--- src/rtl/ram_loader_pkg.sv ---
// Shared definitions for the boot loader and the CPU it feeds: loader FSM encoding, frame marker, opcodes.
package ram_loader_pkg;

    localparam logic [7:0] SYNC_BYTE_DEF = 8'hA5;

    localparam logic [2:0] ST_IDLE  = 3'd0;
    localparam logic [2:0] ST_SYNC  = 3'd1;
    localparam logic [2:0] ST_LEN   = 3'd2;
    localparam logic [2:0] ST_DATA  = 3'd3;
    localparam logic [2:0] ST_CHECK = 3'd4;
    localparam logic [2:0] ST_DONE  = 3'd5;
    localparam logic [2:0] ST_ERROR = 3'd6;

    typedef enum logic [3:0] {
        OP_NOP = 4'h0,
        OP_LDI = 4'h1,
        OP_LD  = 4'h2,
        OP_ST  = 4'h3,
        OP_ADD = 4'h4,
        OP_JMP = 4'h8,
        OP_HLT = 4'hF
    } cpu_op_e;

    function automatic logic [7:0] chk_add(input logic [7:0] acc, input logic [7:0] b);
        return acc + b;
    endfunction

endpackage

--- src/rtl/ram_loader_if.sv ---
// Byte stream in and RAM write port out of the program loader.
interface ram_loader_if #(
    parameter int ADDR_W = 4
);
    logic              rx_valid;
    logic [7:0]        rx_data;
    logic              rx_ready;
    logic              ram_we;
    logic [ADDR_W-1:0] ram_addr;
    logic [7:0]        ram_wdata;

    modport master (
        output rx_valid, rx_data,
        input  rx_ready, ram_we, ram_addr, ram_wdata
    );

    modport slave (
        input  rx_valid, rx_data,
        output rx_ready, ram_we, ram_addr, ram_wdata
    );
endinterface

--- src/rtl/ram_loader.sv ---
// Loads a SYNC/LEN/data/CHK framed program image into RAM while holding the CPU in reset.
// Latency: a data byte accepted in cycle N is written to RAM in cycle N+1.
// Backpressure: rx_ready high only while parsing a frame; stalls indefinitely on rx_valid low.
module ram_loader
    import ram_loader_pkg::*;
#(
    parameter int         ADDR_W    = 4,
    parameter logic [7:0] SYNC_BYTE = SYNC_BYTE_DEF
) (
    input  logic           clk,
    input  logic           reset,
    input  logic           start,
    ram_loader_if.slave    bus,
    output logic           cpu_hold,
    output logic           load_done,
    output logic           load_error
);

    localparam logic [ADDR_W:0] DEPTH_L = {1'b1, {ADDR_W{1'b0}}};
    localparam logic [ADDR_W:0] ONE_L   = {{ADDR_W{1'b0}}, 1'b1};

    logic [2:0]        state_q, state_d;
    logic [ADDR_W:0]   cnt_q, cnt_d;
    logic [ADDR_W:0]   len_q, len_d;
    logic [7:0]        sum_q, sum_d;
    logic              ram_we_q, ram_we_d;
    logic [ADDR_W-1:0] ram_addr_q, ram_addr_d;
    logic [7:0]        ram_wdata_q, ram_wdata_d;

    logic              rx_ready;
    logic              xfer;
    logic              len_too_big;
    logic [ADDR_W:0]   len_dec;

    assign rx_ready = (state_q == ST_SYNC) || (state_q == ST_LEN) ||
                      (state_q == ST_DATA) || (state_q == ST_CHECK);
    assign xfer     = bus.rx_valid && rx_ready;

    // LEN = 0 encodes a full-depth image; anything beyond the RAM depth is rejected.
    assign len_too_big = (32'(bus.rx_data) > (32'd1 << ADDR_W));
    assign len_dec     = (bus.rx_data == 8'd0) ? DEPTH_L : (ADDR_W+1)'(bus.rx_data);

    always_comb begin
        state_d     = state_q;
        cnt_d       = cnt_q;
        len_d       = len_q;
        sum_d       = sum_q;
        ram_we_d    = 1'b0;
        ram_addr_d  = ram_addr_q;
        ram_wdata_d = ram_wdata_q;
        case (state_q)
            ST_IDLE: begin
                if (start) state_d = ST_SYNC;
            end
            ST_SYNC: begin
                if (xfer && (bus.rx_data == SYNC_BYTE)) begin
                    state_d = ST_LEN;
                    cnt_d   = '0;
                    sum_d   = '0;
                end
            end
            ST_LEN: begin
                if (xfer) begin
                    if (len_too_big) begin
                        state_d = ST_ERROR;
                    end else begin
                        len_d   = len_dec;
                        state_d = ST_DATA;
                    end
                end
            end
            ST_DATA: begin
                if (xfer) begin
                    ram_we_d    = 1'b1;
                    ram_addr_d  = cnt_q[ADDR_W-1:0];
                    ram_wdata_d = bus.rx_data;
                    sum_d       = chk_add(sum_q, bus.rx_data);
                    cnt_d       = cnt_q + ONE_L;
                    if (cnt_d == len_q) state_d = ST_CHECK;
                end
            end
            ST_CHECK: begin
                if (xfer) state_d = (bus.rx_data == sum_q) ? ST_DONE : ST_ERROR;
            end
            ST_DONE: begin
                state_d = ST_IDLE;
            end
            ST_ERROR: begin
                if (start) state_d = ST_SYNC;
            end
            default: begin
                state_d = ST_IDLE;
            end
        endcase
    end

    always_ff @(posedge clk or negedge reset) begin
        if (!reset) begin
            state_q     <= ST_IDLE;
            cnt_q       <= '0;
            len_q       <= '0;
            sum_q       <= '0;
            ram_we_q    <= 1'b0;
            ram_addr_q  <= '0;
            ram_wdata_q <= '0;
        end else begin
            state_q     <= state_d;
            cnt_q       <= cnt_d;
            len_q       <= len_d;
            sum_q       <= sum_d;
            ram_we_q    <= ram_we_d;
            ram_addr_q  <= ram_addr_d;
            ram_wdata_q <= ram_wdata_d;
        end
    end

    assign bus.rx_ready  = rx_ready;
    assign bus.ram_we    = ram_we_q;
    assign bus.ram_addr  = ram_addr_q;
    assign bus.ram_wdata = ram_wdata_q;

    // The CPU stays held through DONE and for as long as a failed load is parked in ERROR.
    assign cpu_hold   = (state_q != ST_IDLE);
    assign load_done  = (state_q == ST_DONE);
    assign load_error = (state_q == ST_ERROR);

endmodule

--- src/flat_wrapper.sv ---
// flat-port wrapper written by rule: the top's interface ports become plain ports
module ram_loader_flat import ram_loader_pkg::*;
#(
    parameter int         ADDR_W    = 4,
    parameter logic [7:0] SYNC_BYTE = SYNC_BYTE_DEF
)
  (clk, reset, start, cpu_hold, load_done, load_error, bus_rx_valid, bus_rx_data, bus_rx_ready, bus_ram_we, bus_ram_addr, bus_ram_wdata);
  ram_loader_if #(.ADDR_W(ADDR_W)) bus_i ();
  input  logic clk;
  input  logic reset;
  input  logic start;
  output logic cpu_hold;
  output logic load_done;
  output logic load_error;
  input wire logic [$bits(bus_i.rx_valid)-1:0] bus_rx_valid;
  input wire logic [$bits(bus_i.rx_data)-1:0] bus_rx_data;
  output wire logic [$bits(bus_i.rx_ready)-1:0] bus_rx_ready;
  output wire logic [$bits(bus_i.ram_we)-1:0] bus_ram_we;
  output wire logic [$bits(bus_i.ram_addr)-1:0] bus_ram_addr;
  output wire logic [$bits(bus_i.ram_wdata)-1:0] bus_ram_wdata;
  assign bus_i.rx_valid = bus_rx_valid;
  assign bus_i.rx_data = bus_rx_data;
  assign bus_rx_ready = bus_i.rx_ready;
  assign bus_ram_we = bus_i.ram_we;
  assign bus_ram_addr = bus_i.ram_addr;
  assign bus_ram_wdata = bus_i.ram_wdata;
  ram_loader #(.ADDR_W(ADDR_W), .SYNC_BYTE(SYNC_BYTE)) u_core (.clk(clk), .reset(reset), .start(start), .bus(bus_i), .cpu_hold(cpu_hold), .load_done(load_done), .load_error(load_error));
endmodule
--- config.mk ---
export PLATFORM = sky130hd
export DESIGN_NAME = ram_loader_flat
export DESIGN_NICKNAME = d
export VERILOG_FILES = /design/src/rtl/ram_loader_pkg.sv /design/src/rtl/ram_loader_if.sv /design/src/rtl/ram_loader.sv /design/src/flat_wrapper.sv
export SDC_FILE = /design/constraint.sdc
export NUM_CORES = 1
export LEC_CHECK = 0
export BUFFER_PORTS_ARGS = -buffer_cell sky130_fd_sc_hd__buf_2
export CAP_MARGIN = 20
export CORE_ASPECT_RATIO = 0.6
export CORE_UTILIZATION = 53
export CTS_BUF_LIST = sky130_fd_sc_hd__clkbuf_8
export CTS_CLUSTER_SIZE = 20
export DETAILED_ROUTE_END_ITERATION = 12
export GPL_ROUTABILITY_DRIVEN = 0
export PLACE_DENSITY = 0.88
export SYNTH_ARGS = -nofsm -noshare
export SYNTH_HDL_FRONTEND = slang
export SYNTH_SLANG_ARGS = --single-unit
export TNS_END_PERCENT = 50
--- constraint.sdc ---
create_clock -name clk -period 1.9 [get_ports clk]
set_input_delay 0.19 -clock clk [delete_from_list [all_inputs] [get_ports clk]]
set_output_delay 0.19 -clock clk [all_outputs]
set_load 0.02 [all_outputs]
Yosys cells after proc, flatten, opt, wreduce, memory -nomap -nowiden
Cells that the tools add are included.
{"block": "classes", "bitwise": 1, "n_addsub": 2, "reduce_logical": 14, "magnitude_cmp": 1, "n_eq_ne": 15, "mux": 18}
{"cell": "two-way mux 3 bit", "count": 7}
{"cell": "two-way mux 8 bit", "count": 2}
{"cell": "one-hot mux 8 bit (2 select lines)", "count": 1}
{"cell": "two-way mux 5 bit", "count": 3}
{"cell": "one-hot mux 3 bit (5 select lines)", "count": 1}
{"cell": "one-hot mux 5 bit (2 select lines)", "count": 1}
{"cell": "== test 3 bit (second input constant)", "count": 3}
{"cell": "adder 8 bit", "count": 1}
{"cell": "== test 8 bit", "count": 1}
{"cell": "== test 8 bit (second input constant)", "count": 1}
{"cell": "greater-than comparator 8 x 5 -> 1 bit (second input constant)", "count": 1}
{"cell": "logical NOT 8 bit", "count": 1}
{"cell": "inequality test 2 x 1 -> 1 bit (second input constant)", "count": 4}
{"cell": "== test 3 x 2 -> 1 bit (second input constant)", "count": 2}
{"cell": "AND reduction 3 bit", "count": 2}
{"cell": "AND reduction 6 bit", "count": 1}
{"cell": "adder 5 x 1 -> 5 bit (second input constant)", "count": 1}
{"cell": "== test 5 bit", "count": 1}
{"cell": "inequality test 2 bit (second input constant)", "count": 2}
{"cell": "== test 3 x 1 -> 1 bit (second input constant)", "count": 1}
{"cell": "logical NOT 3 bit", "count": 1}
{"cell": "logical OR 1 bit", "count": 3}
{"cell": "nonzero test 3 bit", "count": 1}
{"cell": "logical AND 1 bit", "count": 2}
{"cell": "other kinds (6)", "count": 7}
{"block": "totals", "inputBits": 12, "word_cells": 58, "out_inout_bits": 17, "reg_bits": 34}

Logic depth before layout (Yosys ltp)
{"block": "depth", "word_depth": 8, "depth_mapped": 7, "ltp_nobuf": 7}

Worst setup path after synthesis
No wires, ideal clock.
{"block": "synth_timing", "path_kind": "register -> register", "startpoint": "register u_core.sum_q[0]", "endpoint": "register u_core.sum_q[6]", "setup_time_ns": 0.126, "stages_incl_launch_ff": 8, "synth_period_minus_slack_ns": 1.814, "arrival_time_ns": 1.688, "n_path_buf": 0, "required_ns": 1.774, "slack_ns": 0.086, "path_cell_list": "dfrtp_1 > ha_1 > fa_1 > a21o_1 > a21o_1 > nand2_1 > mux2i_1 > a221o_1"}
{"block": "synth_between", "elab_chain_len": 3}
{"element": "from (decl)", "line_no": "ram_loader.sv:25", "text": "logic [7:0] sum_q, sum_d;"}
{"element": "from (signal assigned)", "line_no": "ram_loader.sv:110", "text": "sum_q <= sum_d;"}
{"element": "adder 8 bit", "line_no": "ram_loader_pkg.sv:25", "text": "return acc + b;"}
{"element": "two-way mux 8 bit", "line_no": "ram_loader.sv:73", "text": "if (xfer) begin"}
{"element": "one-hot mux 8 bit (2 select lines)", "line_no": "ram_loader.sv:51", "text": "case (state_q)"}
No other way between the ends. The select of a mux whose other input is x is not followed.
A chain may end at the register's enable or synchronous reset.

Worst setup path after layout
{"block": "layout_timing", "startpoint": "register u_core.sum_q[2]", "endpoint": "register u_core.state_q[1]"}
{"block": "layout_between", "elab_chain_len": 4}
{"element": "== test 8 bit", "line_no": "ram_loader.sv:83", "text": "if (xfer) state_d = (bus.rx_data == sum_q) ? ST_DONE : ST_ERROR;"}
{"element": "two-way mux 2 bit", "line_no": "ram_loader.sv:83"}
{"element": "two-way mux 3 bit", "line_no": "ram_loader.sv:83"}
{"element": "one-hot mux 3 bit (5 select lines)", "line_no": "ram_loader.sv:51"}
{"element": "to (signal assigned)", "line_no": "ram_loader.sv:107", "text": "state_q <= state_d;"}
{"element": "to (decl)", "line_no": "ram_loader.sv:22", "text": "logic [2:0] state_q, state_d;"}
No other way between the ends. The select of a mux whose other input is x is not followed.

==> results.md <==
* Run status: complete, no violations
* Avg Vias per Cell at 5.960
* Mapped Area at 1966 sq um
* Crit Path Max Fanout at 5
* Setup violators final at 0
* Max-Cap Viols at 0
* Final nets at 275
* Hold_sp: bus_rx_data[6]
* FF-to-FF End: u_core.state_q[1]
* CP Buf/Inv Count at 0
* Vias after detailed routing at 1782
* CORE AREA at 3403 sq um
* Worst-case reg-to-reg path depth at 6
* Final hold slack at 0.1750 ns
* Drt initial violations at 205
* Die Span X at 80.62 um
* Diodes inserted at 0
* I/O Buffers at 28
* H-tree depth at 2
* Critical path's top delay family: simple AND/OR/NAND/NOR gates
* Peak Freq at 533.7 MHz
* Mapped Avg Cell Area at 9.272 sq um
* Die height at 49.17 um
* Critical Path Slowest Stage Cell: dfrtp_1
* Drt wl/cell at 15.99 um
* WHS Path Cells at 3
* Final Instance Count excl. Fillers at 299
* CP Launch Type: flip-flop
* Syn nets at 233
* Post-synthesis sequential area ratio at 0.4328
* Leading area contributor after synthesis: dfrtp_1
* Cell count after placement at 288
* Power density over cell area at 1648 nW/um^2
* Slew HR at 0.4964
* Reg-to-reg setup timing slack at 0.03 ns
* Post-synth ARST share at 1.000
* Slew @ Worst Pin at 0.7553 ns
* First drt pass iteration count at 4
* Effective utilization at floorplan at 0.5776
* Root Buffer Master: clkbuf_8
* #FFs+latches synth at 34
* Hold Fails Final Rpt at 0
* Post-synthesis cell type count at 46
* IO Pins at 29
* Share of the synthesized area in the top cell type at 0.4328
* Share of cells above drive strength 1 at 0.2598
* Final worst path period share at 0.9861
* CTS Buf Count at 5
* First-pass GRT wire length at 7.679 mm
* Post-layout min period at 1.874 ns
* Hold Path End: u_core.bus.ram_wdata[6]
* Number of global-route vias before repair at 1597
* Row cnt at 16
* Die ar. at 3964 sq um
* Initial antenna violation count at 0
* Detail Route Antenna Nets at 0
* Worst Clk Skew at 0.006099 ns
* Num Clock Sinks at 34
* Clk_lat worst skew at 0.29 ns
* Leak at 1.165 nW
* Mapped Cells at 212
* Peak per-stage delay on the critical path at 0.39 ns
* Pin count of the biggest net entering global routing at 35
* Max-slew violation count at 0
* Yosys warns at 0
* Global-route usage over all layers at 0.2610
* DRC at 0
* Top cells by area, synth: dfrtp_1, nand2_1, ha_1
* TritonCTS clock tree: done
* Worst hold-check path type: in -> reg
* WL final at 4.781 mm
* Number of synthesized flops with an enable pin at 0
* Critical-path cell list: ha_1 -> nor4_2 -> nand3_1 -> and3_1 -> a2bb2oi_1 -> o221ai_1
* VDD IR max at 0.001164 V
* Power Total at 3.920 mW
* Total global routing overflow at 0
* Nature of the critical path endpoint: flip-flop
* CP arrival at 2.03 ns
* Area growth, synth to finish at 21.01%
* Clk buf depth at 2
* Clock-pin transition on the worst setup and hold timing paths at 0.07 ns
* WS Path Type: reg -> reg
* Critical Path RT at 2.06 ns
* Primary FF master, synth: dfrtp_1
* Post-DP HPWL at 3.276 mm
* Reg-to-Reg Start: u_core.sum_q[2]
* Fillcell total at 257
-- what timing repair did --
item | 4_1_cts | 5_1_grt
pin swaps | 0 | 3
endpoints found under the hold margin | 34 | 0
buffers inserted | 0 | 3
hold buffers | 1 | 0
gates resized for setup | 3 | 9
endpoints found under the setup margin | 1 | 6
-- logic make-up after synthesis --
logic type,count (synthesis),share of synthesized area
AO/OA/AOI/OAI,44,0.1560
XOR/XNOR,13,0.05793
adder cells (fa/ha/maj),9,0.06111
buffers and inverters,14,0.03500
flip-flops,34,0.4328
multiplexers,7,0.03819
AND/OR/NAND/NOR,91,0.2190
-- power breakdown --
part	internal, mW	total (mW)	leakage (nW)	switching, mW
combinational	0.953	2.14	0.686	1.19
clock	0.246	0.511	0.0438	0.265
sequential	1.03	1.27	0.435	0.237
-- layout make-up --
class | instances | area (sq um) | area share
multi-input cells | 164 | 1107 | 0.4655
inverters | 4 | 15.01 | 0.006312
flip-flops and latches | 34 | 850.8 | 0.3577
clock buffers | 5 | 68.82 | 0.02893
clock inverters | 2 | 10.01 | 0.004208
well taps | 45 | 56.30 | 0.02367
repair buffers | 45 | 270.3 | 0.1136
-- stage by stage --
step | instance area, sq um | worst slack [ns] | setup TNS (ns) | utilization
after floorplan | 1966 | 0.08626 | 0 | -
after global placement | 2206 | 0.05170 | 0 | 0.6482
after detailed placement | 2206 | -0.1381 | -0.1381 | 0.6482
after CTS | 2303 | -0.01226 | -0.01226 | 0.6768
after global routing | 2379 | -0.02873 | -0.02873 | 0.6989
final | 2379 | 0.02634 | 0 | 0.6989
-- routing by layer --
metal,GRT usage,up-vias,part of all wire
li1,-,831,-
met1,0.3801,869,0.45
met2,0.3757,67,0.45
met3,0.06729,15,0.075
met4,0.08631,0,0.020
met5,0,-,0
-- worst max path at each step --
stage	from	to	cells past startpoint	slack, ns
final	u_core.sum_q[2]	u_core.state_q[1]	6	0.03
after floorplan	u_core.sum_q[0]	u_core.sum_q[6]	7	0.09
after global routing	u_core.sum_q[5]	u_core.sum_q[7]	7	-0.03
after CTS	u_core.sum_q[0]	u_core.sum_q[6]	7	-0.01
after global placement	u_core.sum_q[0]	u_core.sum_q[6]	7	0.05
after detailed placement	u_core.sum_q[1]	u_core.sum_q[7]	6	-0.14
-- synthesized netlist by cell type, drive strengths merged, types with 5 or more instances --
cell,count
nand2,52
dfrtp,34
o21ai,15
ha,8
xnor2,8
nor3,7
nor2,6
a21o,5
buf,5
clkbuf,5
nand3,5
xor2,5
-- layout by cell type, fill, tap and decap left out, drive strengths merged, types with 3 or more instances in the layout --
cell type,n
a21o,5
a21oi,4
a22o,4
buf,44
clkbuf,5
dfrtp,34
ha,8
inv,4
mux2,4
mux2i,3
nand2,52
nand2b,3
nand3,5
nor2,6
nor3,7
o21ai,15
or3,4
xnor2,8
xor2,5
-- worst reg2reg max path: cells and delay by family (launching register included) --
family / cells / cell delay, ns
AND/OR/NAND/NOR: 3 / 0.68
flip-flops: 1 / 0.39
adder cells (fa/ha/maj): 1 / 0.39
AO/OA/AOI/OAI: 2 / 0.29
-- registers in the layout, indices dropped and copies added, names as in the netlist --
signal	flops
u_core.bus.ram_wdata	8
u_core.sum_q	8
u_core.cnt_q	5
u_core.len_q	5
u_core.bus.ram_addr	4
u_core.state_q	3
u_core.bus.ram_we	1
(Power assumes the default switching activity.)
